## src/rtl/stream_repeat_step.sv

```systemverilog
// Scalar-to-stream generator: value, value+step, ... for count elements (0 = until stop).
// First element valid the cycle after the load; holds on !out_ready; reloads with no bubble.
module stream_repeat_step #(
   parameter int N  = 8,
   parameter int CW = 16
) (
   input  logic          clk,
   input  logic          nrst,
   input  logic          in_valid,
   output logic          in_ready,
   input  logic [N-1:0]  in_value,
   input  logic [N-1:0]  in_step,
   input  logic [CW-1:0] in_count,
   input  logic          stop,
   output logic          out_valid,
   input  logic          out_ready,
   output logic [N-1:0]  out_data,
   output logic          out_last,
   output logic          busy
);

   typedef enum logic {IDLE = 1'b0, RUN = 1'b1} state_t;

   state_t        state, state_nxt;
   logic [N-1:0]  cur, cur_nxt;
   logic [N-1:0]  stp, stp_nxt;
   logic [CW-1:0] rem, rem_nxt;
   logic          inf, inf_nxt;
   logic          run;
   logic          out_fire;
   logic          in_fire;

   always_ff @(posedge clk or negedge nrst) begin
      if (!nrst) begin
         state <= IDLE;
         cur   <= '0;
         stp   <= '0;
         rem   <= '0;
         inf   <= 1'b0;
      end else begin
         state <= state_nxt;
         cur   <= cur_nxt;
         stp   <= stp_nxt;
         rem   <= rem_nxt;
         inf   <= inf_nxt;
      end
   end

   always_comb begin
      state_nxt = state;
      cur_nxt   = cur;
      stp_nxt   = stp;
      rem_nxt   = rem;
      inf_nxt   = inf;

      run       = (state == RUN);
      out_valid = run;
      out_data  = run ? cur : '0;
      out_last  = run & (stop | (!inf & (rem == CW'(1))));
      busy      = run;

      // Reload is only possible while idle or on the final accepted element.
      in_ready  = nrst & (!run | (out_ready & out_last));
      out_fire  = out_valid & out_ready;
      in_fire   = in_valid & in_ready;

      if (out_fire) begin
         cur_nxt = cur + stp;
         if (!inf)
            rem_nxt = rem - CW'(1);
         if (out_last)
            state_nxt = IDLE;
      end

      // A load on the same edge overrides the advance above.
      if (in_fire) begin
         cur_nxt   = in_value;
         stp_nxt   = in_step;
         rem_nxt   = in_count;
         inf_nxt   = (in_count == '0);
         state_nxt = RUN;
      end
   end

endmodule

```

## config.mk

```make
export PLATFORM = sky130hd
export DESIGN_NAME = stream_repeat_step
export DESIGN_NICKNAME = d
export VERILOG_FILES = /design/src/rtl/stream_repeat_step.sv
export SDC_FILE = /design/constraint.sdc
export NUM_CORES = 1
export LEC_CHECK = 0
export BUFFER_PORTS_ARGS = -buffer_cell sky130_fd_sc_hd__buf_2
export CAP_MARGIN = 5
export CELL_PAD_IN_SITES_DETAIL_PLACEMENT = 1
export CELL_PAD_IN_SITES_GLOBAL_PLACEMENT = 1
export CORE_UTILIZATION = 40
export DETAILED_ROUTE_END_ITERATION = 7
export PLACE_DENSITY_LB_ADDON = 0.1
export SLEW_MARGIN = 20
export SYNTH_ARGS = -nofsm -noshare
export SYNTH_HDL_FRONTEND = slang
export SYNTH_SLANG_ARGS = --single-unit
```

## constraint.sdc

```tcl
create_clock -name clk -period 2 [get_ports clk]
set_input_delay 0.2 -clock clk [delete_from_list [all_inputs] [get_ports clk]]
set_output_delay 0.2 -clock clk [all_outputs]
set_load 0.02 [all_outputs]
```

==> metrics list <==
* Cell count after placement: between 400 and 500
- In this run the remaining antenna-violating nets after routing total 0.
* Routed via count divided by cell count: 5.42
* Post-layout power: around 3.8 mW
* Last weighted congestion value of the routability-driven placer: 0.796
* Launch instance of the worst register-to-register path: rem[1]
- Sort of element at the start of the critical path: flip-flop
- Tightest slew margin relative to the limit: 0.661
* Syn-to-layout area delta: 38.3%
* Max VDD drop: 0.545 mV
- During synthesis, Yosys emitted a total of 0 warnings.
- Of the synthesized area, sequential elements account for 0.372.
- Synthesized flop and latch total: 34
* Worst min-delay path startpoint: in_step[3]
- By startpoint and endpoint, the worst setup path is classified as reg -> out.
* Skew final: around 2.3 ps
* Max-cap violation count: 0
- Number of cells in the finished layout apart from fillers: 434
* First DRT Iteration DRCs: just over 40
- Summed over all cells, the static leakage comes to around 1.5 nW.
- Average size of a mapped cell: between 8 and 9 sq um
* Top layer used by detailed routing: met4
* Met3 Wirelength: 221 microns
* Largest fanout on the critical path: 3
- Cell with the largest stage delay on the worst path: sky130_fd_sc_hd__dfrtp_1
* Run status: finished with violations
- Hold Path End: stp[3]
- Combinational Power Share: 0.535
- Number of global-route vias before repair: ~2400
* TritonCTS clock tree: done
- Synth Instances: around 270
* Clock edge transition at the registers on the reported setup and hold paths: approximately 70 ps
* Proportion of power drawn by flip-flops and latches: 0.327
- Number of endpoints failing setup at the final stage: 15
* Hold Path Stages: 3
- Setup slack on the worst reg-to-reg path comes out at -110 ps.
- Width of the die: 77.7 microns
- Length of routed met2 wiring: roughly 3700 microns
- Global routing finished with a remaining overflow of 0.
- Among the stages of the critical path, the cell type that occurs most often is sky130_fd_sc_hd__nand2_1.
- Fraction of final layout cells sized beyond drive strength 1: 0.370
* Via count: about 2400
- Total nets after synthesis: 320
- Subtracting the final worst setup slack from the clock period gives approximately 2100 ps.
- The tightest hold path in the finished design has a slack of 100 ps.
- The mapped netlist covers between 2000 and 2500 sq um.
- Worst hold path class: in -> reg
- The first global-routing pass estimated ~11000 microns of wire.
- Arrival time worst endpoint: about 1900 ps
- DP Wirelength: roughly 5100 microns
- Worst-skew pair later-pin latency: between 200 and 300 ps
- First-pass iteration count of the detailed router: 4
- Depth of the most critical reg-to-reg path: 11
- CTS Buf Count: 5
- For the pin with the worst max-slew slack, the measured transition is 503 ps.
* Number of remaining DRC errors: 0
- Number of input and output port buffers inserted: 48
* Maximum number of buffers from clock root to sink: 2
- In the final routing, the length of wire on met1 measures between 3000 and 4000 microns.
- Power density over cell area: between 1000 and 1500 nW/um^2
* Post-route worst setup slack: -122 ps
* Fraction of power spent switching nets: 0.416
* Clk sinks: 34
- Sort of element at the end of the critical path: primary output
- Required time of the worst setup path: roughly 1800 ps
* Total Routed Length: around 7000 microns
- Entering global routing, the biggest net connects 23 pins.
* List of cells traversed by the critical path: inv_2 -> ha_4 -> nor4b_4 -> and4_4 -> a21o_1 -> nand2_1 -> nand2_1 -> and2_1 -> buf_6
- Row generation in the floorplan step produced 27 rows.
- FF-to-FF End: rem[6]
* Initial antenna violation count: 0
* Violations in the final reports: setup timing
- Final #Nets: 410
- In the final routed layout, each cell accounts on average for between 15 and 20 microns.
- Share of total power in the clock network: 0.138
* Core region area: roughly 5500 sq um
- Among all flip-flop cells after synthesis, the most frequent one is sky130_fd_sc_hd__dfrtp_1.
- For this run, the slowest stage of the critical path takes approximately 400 ps.
* Post-route core utilization: 0.575
- The number of pins with negative max-slew slack in the final report is 0.
- Period Utilization, post-route: 1.06
- Internal Dissipation: 2.21 mW
- Number of enable-type register cells in the synthesized netlist: 0
- Number of inserted diodes: 0
- Proportion of synthesized flip-flops having asynchronous set or reset: 1.00
- Count of boundary I/O pins: 49
- The floorplan step defined a die boundary enclosing 6030 sq um.
- Height of the die: between 70 and 80 microns
* Final hold vios: 0
- The initial utilization of the core area, before any placement, comes to 0.416.
- For this run, the total global-route usage over all layers was measured as 0.236.
- Setup repair after global routing could not meet its margin everywhere.
- CTS root buf: sky130_fd_sc_hd__clkbuf_8
- The analysis attributes to net switching a power of 1.58 mW.
* Number of H-tree branching levels: 2
- Peak Freq: ~470 MHz
- Yosys mapped the design onto 53 distinct sky130hd cell types.
cell usage in the layout (no fill, tap or decap), types with 2 or more instances in the layout:
cell type,synthesis,routed
sky130_fd_sc_hd__a21oi_1,23,20
sky130_fd_sc_hd__a21oi_2,2,4
sky130_fd_sc_hd__a22o_1,2,2
sky130_fd_sc_hd__a31oi_1,4,4
sky130_fd_sc_hd__and2_1,10,10
sky130_fd_sc_hd__buf_12,1,2
sky130_fd_sc_hd__buf_2,3,45
sky130_fd_sc_hd__buf_4,5,36
sky130_fd_sc_hd__buf_6,1,11
sky130_fd_sc_hd__clkbuf_8,0,6
sky130_fd_sc_hd__dfrtp_1,34,33
sky130_fd_sc_hd__ha_1,9,7
sky130_fd_sc_hd__ha_4,0,2
sky130_fd_sc_hd__inv_1,10,9
sky130_fd_sc_hd__mux2i_1,3,3
sky130_fd_sc_hd__nand2_1,42,42
sky130_fd_sc_hd__nand3_1,6,6
sky130_fd_sc_hd__nor2_1,20,19
sky130_fd_sc_hd__nor3_1,14,13
sky130_fd_sc_hd__nor3b_1,4,4
sky130_fd_sc_hd__nor4_1,5,4
sky130_fd_sc_hd__nor4_2,2,2
sky130_fd_sc_hd__o21ai_0,16,14
sky130_fd_sc_hd__o21ai_1,14,10
sky130_fd_sc_hd__o21ai_2,2,8
sky130_fd_sc_hd__o22ai_1,2,2
sky130_fd_sc_hd__o2bb2ai_1,2,2
sky130_fd_sc_hd__or3_1,3,3
sky130_fd_sc_hd__xnor2_1,2,2
sky130_fd_sc_hd__xor2_1,2,2
worst max-delay path, delay by kind of cell (launching register included):
kind | cells | cell delay (ps)
AND/OR/NAND/NOR | 5 | 780
flip-flops | 1 | 400
buffers and inverters | 2 | 200
AO/OA/AOI/OAI | 1 | 130
adder cells (fa/ha/maj) | 1 | 120
kinds of logic (layout without fill, tap and decap cells):
logic type	after synthesis	in the layout	share of synthesized area
AOI/OAI and AO/OA	79	80	0.213
xor gates and xnor gates	4	4	0.0153
adders and majority gates	10	10	0.0579
buffers and inverters	24	112	0.0645
DFF	34	34	0.372
muxes	3	3	0.0131
and+or+nand+nor	119	119	0.264
sequential cells by signal, summed over array words and instances (netlist names):
signal and cells:
stp 8, busy 1, cur 8, inf 1, rem 16
how the worst max path moves through the flow:
stage | slack, ps | startpoint | depth (start not counted) | endpoint
after CTS | -80 | rem[1] | 9 | in_ready
after global routing | -180 | rem[8] | 7 | in_ready
after floorplan | 140 | cur[1] | 7 | cur[7]
final | -120 | rem[1] | 9 | in_ready
after global placement | 20 | rem[1] | 9 | rem[4]
after detailed placement | -40 | rem[1] | 9 | rem[3]
what timing repair did:
action                                  in CTS  in global routing
buffers inserted                             4                  8
hold buffers                                 1                  1
endpoints found under the setup margin       8                 19
gates resized for setup                      5                 38
gates cloned                                 0                  2
pin swaps                                    3                 12
hold endpoints to repair                    13                  1
cells in the mapped netlist, drive strengths merged (2+ instances only):
cell type | instances | share of area
dfrtp | 34 | 0.37
ha | 9 | 0.049
inv | 10 | 0.016
nor4 | 7 | 0.025
buf | 11 | 0.043
o2bb2ai | 2 | 0.0077
a211oi | 2 | 0.0087
nor3b | 4 | 0.013
o22ai | 2 | 0.0055
or2 | 2 | 0.0066
a31oi | 4 | 0.011
or3 | 3 | 0.0082
o2111ai | 2 | 0.0077
a22o | 2 | 0.0077
nor3 | 14 | 0.031
nand2 | 42 | 0.069
nor2 | 21 | 0.038
nand3 | 6 | 0.013
clkbuf | 3 | 0.0049
a21o | 2 | 0.0098
and2 | 10 | 0.027
xor2 | 2 | 0.0077
mux2i | 3 | 0.013
nor4b | 2 | 0.0077
a21oi | 25 | 0.058
o21ai | 32 | 0.073
xnor2 | 2 | 0.0077
nor2b | 2 | 0.0055
cell type report:
cell class | instances | area, sq um
inverter | 10 | 37.5
tap | 72 | 90.1
timing repair buffer | 96 | 682
clock buffer | 6 | 82.6
fill | 669 | 2340
multi-input combinational | 216 | 1420
sequential | 34 | 852
per-stage QoR:
step / setup slack (ps) / instance area [sq um] / TNS (ps)
6_report: -122 / 3170 / -1080
3_3_place_gp: 24.5 / 2790 / 0
4_1_cts: -77.1 / 2930 / -77.1
5_1_grt: -182 / 3170 / -1990
3_5_place_dp: -42.7 / 2790 / -181
2_1_floorplan: 145 / 2290 / 0
power by group through the flow:
| stage | Clock [mW] | Sequential (mW) | Combinational (mW) |
|---|---|---|---|
| 5_1_grt | 0.559 | 1.27 | 2.25 |
| 3_3_place_gp | 0 | 1.19 | 1.74 |
| 4_1_cts | 0.530 | 1.20 | 1.85 |
| 2_1_floorplan | 0 | 1.19 | 1.16 |
| 3_5_place_dp | 0 | 1.21 | 1.81 |
| 6_report | 0.523 | 1.24 | 2.03 |
metal layers:
metal / global-route usage / vias up
met1: 0.275 / 1149
met3: 0.0435 / 11
li1: - / 1150
met5: 0 / -
met2: 0.436 / 44
met4: 0.0698 / 0
No activity file was read; power rests on OpenSTA's default activity.
